--- config.mk ---
export PLATFORM = sky130hd
export DESIGN_NAME = bus_mm_flat
export DESIGN_NICKNAME = d
export VERILOG_FILES = /design/src/rtl/bus_mm_pkg.sv /design/src/rtl/bus_mm_if.sv /design/src/rtl/bus_mm_arbiter.sv /design/src/rtl/bus_mm.sv /design/src/flat_wrapper.sv
export SDC_FILE = /design/constraint.sdc
export NUM_CORES = 1
export LEC_CHECK = 0
export CORE_AREA = 5 5 167 169
export CTS_BUF_LIST = sky130_fd_sc_hd__clkbuf_8
export DETAILED_ROUTE_END_ITERATION = 12
export DIE_AREA = 0 0 172 174
export SLEW_MARGIN = 10
export SYNTH_ARGS = -nofsm -noshare
export SYNTH_HDL_FRONTEND = slang
export SYNTH_SLANG_ARGS = --single-unit
--- constraint.sdc ---
create_clock -name clk -period 4.7 [get_ports clk]
set_clock_uncertainty 0.05 [all_clocks]
set_input_delay 0.94 -clock clk [delete_from_list [all_inputs] [get_ports clk]]
set_output_delay 0.94 -clock clk [all_outputs]
set_load 0.005 [all_outputs]
--- src/rtl/bus_mm_pkg.sv ---
// bus_pkg: shared types and helpers for the bus_mm multi-master bus.
//   bus_state_t   : arbiter state (IDLE = no owner, BUSY = owner holds the bus)
//   BUS_AW/DW/... : default address/data/window widths
//   onehot_to_idx : one-hot (up to 8 bits) to binary index, used by the
//                   arbiter (winner -> owner) and the read mux (rsel -> slave)
package bus_pkg;

    typedef enum logic {
        IDLE = 1'b0,
        BUSY = 1'b1
    } bus_state_t;

    localparam int BUS_AW        = 16;
    localparam int BUS_DW        = 64;
    localparam int BUS_WIN_BITS  = 5;
    localparam int BUS_MAX_PORTS = 8;
    localparam int OWNER_W       = 3;

    // Input must be one-hot or zero; zero maps to index 0.
    function automatic logic [OWNER_W-1:0] onehot_to_idx(input logic [BUS_MAX_PORTS-1:0] oh);
        logic [OWNER_W-1:0] idx;
        idx = '0;
        for (int i = 0; i < BUS_MAX_PORTS; i++) begin
            if (oh[i]) begin
                idx = idx | OWNER_W'(i);
            end
        end
        return idx;
    endfunction

endpackage

--- src/rtl/bus_mm_if.sv ---
// bus_mm_if: bundle of all master-side and slave-side bus signals.
// Modports are seen from the bus fabric:
//   master : fabric port facing the masters (req/wr/addr/dout in, grant/din out)
//   slave  : fabric port facing the slaves  (sel/wr/addr/din out, dout in)
// Master i uses bits [i*AW +: AW] / [i*DW +: DW]; slave k uses [k*DW +: DW].
interface bus_mm_if
    import bus_pkg::*;
#(
    parameter int NUM_M = 2,
    parameter int NUM_S = 2,
    parameter int AW    = BUS_AW,
    parameter int DW    = BUS_DW
) ();

    logic [NUM_M-1:0]    m_req;
    logic [NUM_M-1:0]    m_wr;
    logic [NUM_M*AW-1:0] m_addr;
    logic [NUM_M*DW-1:0] m_dout;
    logic [NUM_M-1:0]    m_grant;
    logic [DW-1:0]       m_din;

    logic [NUM_S-1:0]    s_sel;
    logic                s_wr;
    logic [AW-1:0]       s_addr;
    logic [DW-1:0]       s_din;
    logic [NUM_S*DW-1:0] s_dout;

    modport master (
        input  m_req, m_wr, m_addr, m_dout,
        output m_grant, m_din
    );

    modport slave (
        output s_sel, s_wr, s_addr, s_din,
        input  s_dout
    );

endinterface

--- src/rtl/bus_mm_arbiter.sv ---
// bus_mm_arbiter: two-state arbiter owning the bus owner register and grant.
//   clk, reset_n : clock, asynchronous active-low reset
//   req          : per-master request
//   grant        : registered one-hot of the owner (zero when IDLE)
//   owner        : registered owner index
//   busy         : high in BUSY
// Policy macro BUS_RR_EN: defined -> round robin starting after the last
// owner; undefined -> fixed priority, lowest index wins.
module bus_mm_arbiter
    import bus_pkg::*;
#(
    parameter int NUM_M = 2
) (
    input  logic                clk,
    input  logic                reset_n,
    input  logic [NUM_M-1:0]    req,
    output logic [NUM_M-1:0]    grant,
    output logic [OWNER_W-1:0]  owner,
    output logic                busy
);

    bus_state_t         state, next_state;
    logic [OWNER_W-1:0] next_owner;
    logic [OWNER_W-1:0] pick_idx;
    logic [NUM_M-1:0]   pick_oh;
    logic [NUM_M-1:0]   next_grant;
    logic               owner_req;

`ifdef BUS_RR_EN
    int rr_dist;
    int rr_best;

    // Smallest distance from owner+1 (mod NUM_M) wins, so the last owner is
    // the farthest candidate and therefore lowest priority.
    always_comb begin
        pick_oh = '0;
        rr_dist = 0;
        rr_best = NUM_M;
        for (int i = 0; i < NUM_M; i++) begin
            if (req[i]) begin
                rr_dist = (i + NUM_M - int'(owner) - 1) % NUM_M;
                if (rr_dist < rr_best) begin
                    rr_best    = rr_dist;
                    pick_oh    = '0;
                    pick_oh[i] = 1'b1;
                end
            end
        end
    end
`else
    // Scanning downward lets the lowest requesting index overwrite the rest.
    always_comb begin
        pick_oh = '0;
        for (int i = NUM_M - 1; i >= 0; i--) begin
            if (req[i]) begin
                pick_oh    = '0;
                pick_oh[i] = 1'b1;
            end
        end
    end
`endif

    assign pick_idx  = onehot_to_idx(BUS_MAX_PORTS'(pick_oh));
    // grant is the owner's one-hot while BUSY, so it doubles as an owner mask.
    assign owner_req = |(req & grant);
    assign busy      = (state == BUSY);

    always_comb begin
        next_state = state;
        next_owner = owner;
        next_grant = '0;
        case (state)
            IDLE: begin
                if (|req) begin
                    next_state = BUSY;
                    next_owner = pick_idx;
                end
            end
            BUSY: begin
                if (!owner_req) begin
                    if (|req) begin
                        next_owner = pick_idx;
                    end else begin
                        next_state = IDLE;
                    end
                end
            end
            default: next_state = IDLE;
        endcase
        if (next_state == BUSY) begin
            for (int i = 0; i < NUM_M; i++) begin
                next_grant[i] = (next_owner == OWNER_W'(i));
            end
        end
    end

    always_ff @(posedge clk or negedge reset_n) begin
        if (!reset_n) begin
            state <= IDLE;
            owner <= '0;
            grant <= '0;
        end else begin
            state <= next_state;
            owner <= next_owner;
            grant <= next_grant;
        end
    end

endmodule

--- src/rtl/bus_mm.sv ---
// bus_mm: parametrised multi-master, multi-slave shared bus.
//   clk, reset_n : clock, asynchronous active-low reset
//   mst          : master side (m_req, m_wr, m_addr, m_dout in; m_grant, m_din out)
//   slv          : slave side (s_sel, s_wr, s_addr, s_din out; s_dout in)
// Slave k window: BASE + k*2^WIN_BITS .. BASE + (k+1)*2^WIN_BITS - 1; accesses
// outside every window select nothing. Read data returns one cycle after the
// address through the registered select rsel.
// Optional macro BUS_RR_EN selects round-robin arbitration (default fixed priority).
module bus_mm
    import bus_pkg::*;
#(
    parameter int            NUM_M    = 2,
    parameter int            NUM_S    = 2,
    parameter int            AW       = BUS_AW,
    parameter int            DW       = BUS_DW,
    parameter int            WIN_BITS = BUS_WIN_BITS,
    parameter logic [AW-1:0] BASE     = '0
) (
    input  logic     clk,
    input  logic     reset_n,
    bus_mm_if.master mst,
    bus_mm_if.slave  slv
);

    logic [OWNER_W-1:0] owner;
    logic               busy;
    logic               wr_mux;
    logic [AW-1:0]      addr_mux;
    logic [DW-1:0]      din_mux;
    logic [AW-1:0]      offset;
    logic [AW-1:0]      window;
    logic [NUM_S-1:0]   sel;
    logic [NUM_S-1:0]   rsel;
    logic [OWNER_W-1:0] ridx;
    logic [DW-1:0]      rdata;

    bus_mm_arbiter #(.NUM_M(NUM_M)) u_arbiter (
        .clk     (clk),
        .reset_n (reset_n),
        .req     (mst.m_req),
        .grant   (mst.m_grant),
        .owner   (owner),
        .busy    (busy)
    );

    // The owner's request fields drive the slaves directly; nothing is latched.
    always_comb begin
        wr_mux   = 1'b0;
        addr_mux = '0;
        din_mux  = '0;
        if (busy) begin
            for (int i = 0; i < NUM_M; i++) begin
                if (owner == OWNER_W'(i)) begin
                    wr_mux   = mst.m_wr[i];
                    addr_mux = mst.m_addr[i*AW +: AW];
                    din_mux  = mst.m_dout[i*DW +: DW];
                end
            end
        end
    end

    // The >= BASE test gates the subtraction result, so a wrapped offset
    // below BASE never selects a slave.
    always_comb begin
        sel    = '0;
        offset = addr_mux - BASE;
        window = offset >> WIN_BITS;
        if (busy && (addr_mux >= BASE)) begin
            for (int k = 0; k < NUM_S; k++) begin
                if (window == AW'(k)) begin
                    sel[k] = 1'b1;
                end
            end
        end
    end

    always_ff @(posedge clk or negedge reset_n) begin
        if (!reset_n) begin
            rsel <= '0;
        end else begin
            rsel <= sel;
        end
    end

    always_comb begin
        ridx  = onehot_to_idx(BUS_MAX_PORTS'(rsel));
        rdata = '0;
        if (|rsel) begin
            for (int k = 0; k < NUM_S; k++) begin
                if (ridx == OWNER_W'(k)) begin
                    rdata = slv.s_dout[k*DW +: DW];
                end
            end
        end
    end

    assign slv.s_sel  = sel;
    assign slv.s_wr   = wr_mux;
    assign slv.s_addr = addr_mux;
    assign slv.s_din  = din_mux;
    assign mst.m_din  = rdata;

endmodule

--- src/flat_wrapper.sv ---
// flat-port wrapper written by rule: the top's interface ports become plain ports
module bus_mm_flat import bus_pkg::*;
#(
    parameter int            NUM_M    = 2,
    parameter int            NUM_S    = 2,
    parameter int            AW       = BUS_AW,
    parameter int            DW       = BUS_DW,
    parameter int            WIN_BITS = BUS_WIN_BITS,
    parameter logic [AW-1:0] BASE     = '0
)
  (clk, reset_n, mst_m_req, mst_m_wr, mst_m_addr, mst_m_dout, mst_m_grant, mst_m_din, slv_s_sel, slv_s_wr, slv_s_addr, slv_s_din, slv_s_dout);
  bus_mm_if #(.NUM_M(NUM_M), .NUM_S(NUM_S), .AW(AW), .DW(DW)) mst_i ();
  bus_mm_if #(.NUM_M(NUM_M), .NUM_S(NUM_S), .AW(AW), .DW(DW)) slv_i ();
  input  logic clk;
  input  logic reset_n;
  input wire logic [$bits(mst_i.m_req)-1:0] mst_m_req;
  input wire logic [$bits(mst_i.m_wr)-1:0] mst_m_wr;
  input wire logic [$bits(mst_i.m_addr)-1:0] mst_m_addr;
  input wire logic [$bits(mst_i.m_dout)-1:0] mst_m_dout;
  output wire logic [$bits(mst_i.m_grant)-1:0] mst_m_grant;
  output wire logic [$bits(mst_i.m_din)-1:0] mst_m_din;
  output wire logic [$bits(slv_i.s_sel)-1:0] slv_s_sel;
  output wire logic [$bits(slv_i.s_wr)-1:0] slv_s_wr;
  output wire logic [$bits(slv_i.s_addr)-1:0] slv_s_addr;
  output wire logic [$bits(slv_i.s_din)-1:0] slv_s_din;
  input wire logic [$bits(slv_i.s_dout)-1:0] slv_s_dout;
  assign mst_i.m_req = mst_m_req;
  assign mst_i.m_wr = mst_m_wr;
  assign mst_i.m_addr = mst_m_addr;
  assign mst_i.m_dout = mst_m_dout;
  assign mst_m_grant = mst_i.m_grant;
  assign mst_m_din = mst_i.m_din;
  assign slv_s_sel = slv_i.s_sel;
  assign slv_s_wr = slv_i.s_wr;
  assign slv_s_addr = slv_i.s_addr;
  assign slv_s_din = slv_i.s_din;
  assign slv_i.s_dout = slv_s_dout;
  bus_mm #(.NUM_M(NUM_M), .NUM_S(NUM_S), .AW(AW), .DW(DW), .WIN_BITS(WIN_BITS), .BASE(BASE)) u_core (.clk(clk), .reset_n(reset_n), .mst(mst_i), .slv(slv_i));
endmodule
==> results of run 1 <==
-- where the power goes --
group	internal, W	switching, W
clock	0.0000554	0.0000264
combinational	0.000477	0.000235
sequential	0.0000748	0.0000158
total	0.000607	0.000277
-- cell usage after synthesis --
library cell,count,area [um2]
a21boi_0,3,22.5
a21oi_1,1,5.00
a21oi_2,1,8.76
a22o_1,64,561
a2bb2oi_1,1,8.76
and2_1,1,6.26
and3_1,1,6.26
buf_1,1,3.75
buf_2,8,40.0
buf_6,2,22.5
clkbuf_1,21,78.8
dfrtp_1,8,200
inv_1,2,7.51
mux2i_1,80,801
mux2i_4,1,22.5
nand2_1,4,15.0
nand2b_1,1,6.26
nor2_1,80,300
nor2b_1,1,6.26
nor3_1,2,10.0
nor3b_1,1,7.51
nor4_1,2,12.5
nor4_2,2,25.0
nor4b_2,1,15.0
o211ai_1,1,7.51
o21ai_0,1,5.00
or3b_1,1,8.76
or4_4,1,11.3
-- metrics by stage --
stage	area, um2	hold slack [ns]	power (W)
2_1_floorplan	2220	0.516	0.000316
3_5_place_dp	7000	0.625	0.000813
6_report	7050	0.617	0.000884
4_1_cts	7040	0.632	0.000901
5_1_grt	7050	0.667	0.000943
3_3_place_gp	7000	0.630	0.000814
-- per-layer routing --
| layer | global-route usage, % | vias up |
|---|---|---|
| met1 | 12.0 | 1747 |
| met3 | 3.27 | 17 |
| met5 | 0 | - |
| met2 | 21.0 | 285 |
| li1 | - | 1927 |
| met4 | 2.92 | 0 |
-- worst paths after layout --
kind | start | end | cells past startpoint
worst min-delay path | u_core.u_arbiter.busy | u_core.rsel[0] | 2
min in group asynchronous | reset_n | u_core.u_arbiter.grant[1] | 1
max in group asynchronous | reset_n | u_core.u_arbiter.owner[0] | 1
worst max register to register | u_core.u_arbiter.owner[0] | u_core.rsel[0] | 4
worst max-delay path | mst_m_addr[23] | slv_s_sel[0] | 6
worst min register to register | u_core.u_arbiter.busy | u_core.rsel[0] | 2
-- critical path, cell delays in order --
cell	delay, ns
clkdlybuf4s50_1	0.40
mux2i_1	0.24
nor3_1	0.17
or4_4	0.60
nor4_2	0.32
clkdlybuf4s50_1	0.59
-- kinds of logic (layout without fill, tap and decap cells) --
family | Yosys count | count (layout) | synth area share [%]
simple gates | 98 | 98 | 19.3
mux | 81 | 81 | 37.0
compound gates | 72 | 72 | 27.8
buf+inv | 34 | 452 | 6.86
flops | 8 | 8 | 9.00
other cells | 0 | 4 | 0
-- flip-flops by register name, indices dropped and copies added (netlist names) --
register	count
u_core.rsel	2
u_core.u_arbiter.busy	1
u_core.u_arbiter.grant	2
u_core.u_arbiter.owner	3
-- final cells by class --
type	instances	area [um2]	share of cell area, %
inverters	2	7.51	0.107
multi-input cells	251	1880	26.7
clock buffers	3	41.3	0.586
well taps	341	427	6.05
repair buffers	447	4470	63.5
flip-flops and latches	8	205	2.91
diodes	4	10.0	0.142
==> summary.md, run 1 <==
| Metric | Value |
|---|---|
| I/O Buffers | between 400 and 500 |
| Hold Crit Class | reg2reg |
| Fill count | between 2k and 3k |
| Post-layout worst setup margin | between 0.4 and 0.5 ns |
| Largest net degree at the start of global routing | 74 |
| Skew-Pair Late Insertion Delay | 0.23 ns |
| Dpl hpwl | ~17000 um |
| Gr usage total | between 10% and 20% |
| Leakage | around 2.7 nW |
| Placed Instances | about 1.0k |
| DRT Wirelength | 19100 um |
| Die Ht | approximately 170 um |
| DR vias | between 3k and 4k |
| Grt total ovfl | 0 |
| Initial antenna violation count | 6 |
| Max frequency | ~240 MHz |
| Final nets | 1007 |
| CP endpoint kind | output port |
| Fin crit share | between 90% and 100% |
| Most frequent cells in the layout | 442 x clkdlybuf4s50_1, 80 x mux2i_1, 80 x nor2_1 |
| Hold-fix buffers, CTS | 0 |
| Final Wtd Congestion | about 0.8 |
| Setup_tns | 0 ns |
| Routed met2 length | approximately 9600 um |
| Synth Instances | between 200 and 300 |
| Min cycle time layout | approximately 4.3 ns |
| Commonest non-fill, non-tap cell in the layout | clkdlybuf4s50_1 |
| Syn Nets | 587 |
| Setup slack, reg-to-reg | around 2.5 ns |
| DR WL/cell | 18.1 um |
| P per Cell Area | around 130 mW/mm2 |
| Slew Limit Fails | 0 |
| Post-route DRC | 0 |
| Setup violators final | 0 |
| Max Cap Violations | 0 |
| Total CTS buffers | 3 |
| CTS tree | built |
| Fin. Hold Viols | 0 |
| # Post-CTS Setup Buffers | 0 |
| Kind of critical path | in2out |
| Reg clk slew, reported paths | 0.04 ns |
| Synthesis Warnings | 0 |
| Util after Layout | 26.7% |
| CTS sink cnt | 8 |
| Vias per cell | 3.77 |
| Sequential fraction of the synthesis area | under 10% |
| Least-Margin Pin Slew | around 0.76 ns |
| IO Count | ~440 |
| Status | complete, no violations |
| Post-route ant nets | 0 |
| Top Metal Used | met4 |
| Synthesized area | around 0.0022 mm2 |
| Root buf cell | clkbuf_8 |
| Yosys reg bits | 8 |
| Largest vdd supply drop | ~0.073 mV |
| Crit path launch type | input port |
| Vias in the first global route | roughly 4.2k |
| Clk buf depth | 2 |
| Core ar. | ~0.026 mm2 |
| Placement Rows | 60 |
| Mean Syn Cell Area | 7.59 um2 |
| Gates resized, CTS repair | 0 |
| Layout area overhead | 217% |
| Initial Util | about 8.4% |
| Worst EP arrival | roughly 3.3 ns |
| Initial drt markers | approximately 100 |
| Pre-CTS WS | about 0.35 ns |
| Rel. slew slack | roughly half |
| Final Non-Filler Cells | roughly 1.1k |
| DIE AREA | approximately 0.03 mm2 |
| Unrepaired setup endpoints after global routing | false |
| Unique masters post-synth | 28 |
| Crit Path Max Fanout | 2 |
| Met3 WL | about 2400 um |
| Ratio of cells with drive above 1 in the final layout | around 2.5% |
| Required @ worst endpoint | between 3 and 4 ns |
| # H-tree levels | 1 |
| M1 WL | between 6000 and 7000 um |
| Drt first pass iters | 4 |
| Die Span X | 172 um |
| First-pass GRT wire length | about 25000 um |
No activity file was read; power rests on OpenSTA's default activity.
==> inputs of run 2 (changes only) <==
PLACE_DENSITY = 0.39   (was unset)
==> run 2 against run 1 <==
Register-to-register slack got worse by 0.03 ns. Non-clock buffer count increased by 4. Setup slack got worse by 0.042 ns. Maximum frequency decreased by 0.97%. Sequential share of layout area about the same. Clock power increased by 1%. Critical path depth unchanged.
==> summary.md, run 2 (synthesis gave the netlist of run 1 again) <==
| Metric | Value |
|---|---|
| Initial drt markers | 79 |
| Origin of the worst setup path | mst_m_addr[23] |
| Initial antenna violation count | 1 |
| Fin. Hold Viols | 0 |
| Reg clk slew, reported paths | roughly 0.04 ns |
| Met2 GRT Util | 24.3% |
| Crit Path Max Fanout | 2 |
| Setup violators final | 0 |
| Die Span X | approximately 170 um |
| Die Ht | 174 um |
| First-pass GRT wire length | 28100 um |
| Total CTS buffers | 3 |
| Setup slack, reg-to-reg | about 2.5 ns |
| Worst EP arrival | 3.30 ns |
| DRT Wirelength | 20500 um |
| Post-route DRC | 0 |
| Final Wtd Congestion | ~0.83 |
| Vias per cell | approximately 3.8 |
| Reg-to-Reg End | u_core.rsel[0] |
| Hold Crit Class | reg2reg |
| # H-tree levels | 1 |
| Skew-Pair Late Insertion Delay | 0.23 ns |
| Largest net degree at the start of global routing | 70 |
| Status | complete, no violations |
| Max Cap Violations | 0 |
| Commonest non-fill, non-tap cell in the layout | clkdlybuf4s50_1 |
| Hold slack | between 0.5 and 0.6 ns |
| Vias in the first global route | 4485 |
| Setup crit end | slv_s_sel[0] |
| Leakage | around 2.7 nW |
| Ratio of cells with drive above 1 in the final layout | around 3.1% |
| Core ar. | about 0.026 mm2 |
| Placement Rows | 60 |
| Clk buf depth | 2 |
| M3 GR Usage | under 10% |
| DR WL/cell | a little under 20 um |
| DR vias | just over 4k |
| Largest Register | u_core.u_arbiter.owner |
| P per Cell Area | 126 mW/mm2 |
| Post-route ant nets | 0 |
| Root buf cell | clkbuf_8 |
| Worst-path cell chain | clkdlybuf4s50_1 > mux2i_1 > nor3_1 > or4_4 > nor4_2 > clkdlybuf4s50_1 |
| Reg2reg path depth | 4 |
| Gr usage total | 12.2% |
| Largest register FFs | 3 |
| Power, Total | 0.000890 W |
| Least-Margin Pin Slew | around 0.87 ns |
| FF-to-FF Start | u_core.u_arbiter.owner[0] |
| Fin crit share | between 90% and 100% |
| Post-place instance area | ~0.0070 mm2 |
| Min cycle time layout | about 4.3 ns |
| Largest vdd supply drop | around 0.060 mV |
| Max frequency | roughly 230 MHz |
| Final nets | slightly above 1k |
| Final Non-Filler Cells | about 1.1k |
| Required @ worst endpoint | approximately 3.7 ns |
| GR peak layer | met2 |
| CP endpoint kind | output port |
| Top flop regs | u_core.u_arbiter.owner: 3 flops, u_core.rsel: 2 flops, u_core.u_arbiter.grant: 2 flops |
| Unrepaired setup endpoints after global routing | false |
| Crit path launch type | input port |
| # Post-CTS Setup Buffers | 0 |
| Layout area overhead | 217% |
| CTS tree | built |
| Most frequent cells in the layout | 442 x clkdlybuf4s50_1, 80 x mux2i_1, 80 x nor2_1 |
| Drt first pass iters | 4 |
| Rel. slew slack | a little over two fifths |
| Dpl hpwl | between 15000 and 20000 um |
| Most frequent CP cell | clkdlybuf4s50_1 |
| Placed Instances | approximately 1.1k |
| Gates resized, CTS repair | 0 |
| Slowest cell on the critical path | or4_4 |
| Slew Limit Fails | 0 |
| Grt total ovfl | 0 |
| I/O Buffers | between 400 and 500 |
| CTS sink cnt | 8 |
| Largest stage delay, worst path | roughly 0.59 ns |
| Kind of critical path | in2out |
| DIE AREA | approximately 0.030 mm2 |
| Hold-fix buffers, CTS | 0 |
| Final instance area | roughly 0.0071 mm2 |
| GR Layer Usage met1 | approximately an eighth |
| Initial Util | between 8 and 9% |
| Setup_tns | 0 ns |
| IO Count | 443 |
run 2: changes by cell type in the layout (fill, tap and decap cells not counted):
cell     previous run  this run
buf_12              1         0
buf_4               4         9
diode_2             4         1
run 2: worst max-delay path: cells and delay by family:
kind / cells / cell delay (ns)
AND/OR/NAND/NOR: 3 / 1.08
multiplexers: 1 / 0.28
buffers and inverters: 2 / 1.00
run 2: per-layer routing:
layer | up-vias | share of wire (%)
met4 | 0 | 1.2
li1 | 1930 | -
met1 | 1830 | 35
met3 | 10 | 11
met5 | - | 0
met2 | 268 | 53
run 2: worst min path at each step:
stage                                   start                        end  slack [ns]  cells after the start
floorplan           u_core.u_arbiter.owner[1]  u_core.u_arbiter.owner[1]        0.52                      1
global placement        u_core.u_arbiter.busy             u_core.rsel[0]        0.58                      2
detailed placement      u_core.u_arbiter.busy             u_core.rsel[0]        0.57                      2
CTS                     u_core.u_arbiter.busy             u_core.rsel[0]        0.57                      2
global route            u_core.u_arbiter.busy             u_core.rsel[0]        0.61                      2
finish                  u_core.u_arbiter.busy             u_core.rsel[0]        0.57                      2
run 2: layout make-up:
type	count	area, um2
diodes	1	2.50
clock buffers	3	41.3
fillers	2873	19400
inverters	2	7.51
multi-input cells	251	1880
flip-flops and latches	8	205
well taps	341	427
repair buffers	451	4490
run 2: power breakdown:
group / internal (W) / total (W) / switching [W]
Clock: 0.0000555 / 0.0000830 / 0.0000275
Sequential: 0.0000748 / 0.0000904 / 0.0000156
Combinational: 0.000475 / 0.000717 / 0.000242
Total: 0.000605 / 0.000890 / 0.000285
run 2: per-stage QoR:
step / util [%] / worst slack [ns]
after floorplan: - / 1.71
after global placement: 26.5 / 0.322
after detailed placement: 26.5 / 0.304
after CTS: 26.7 / 0.307
after global routing: 26.7 / 0.268
final: 26.7 / 0.407
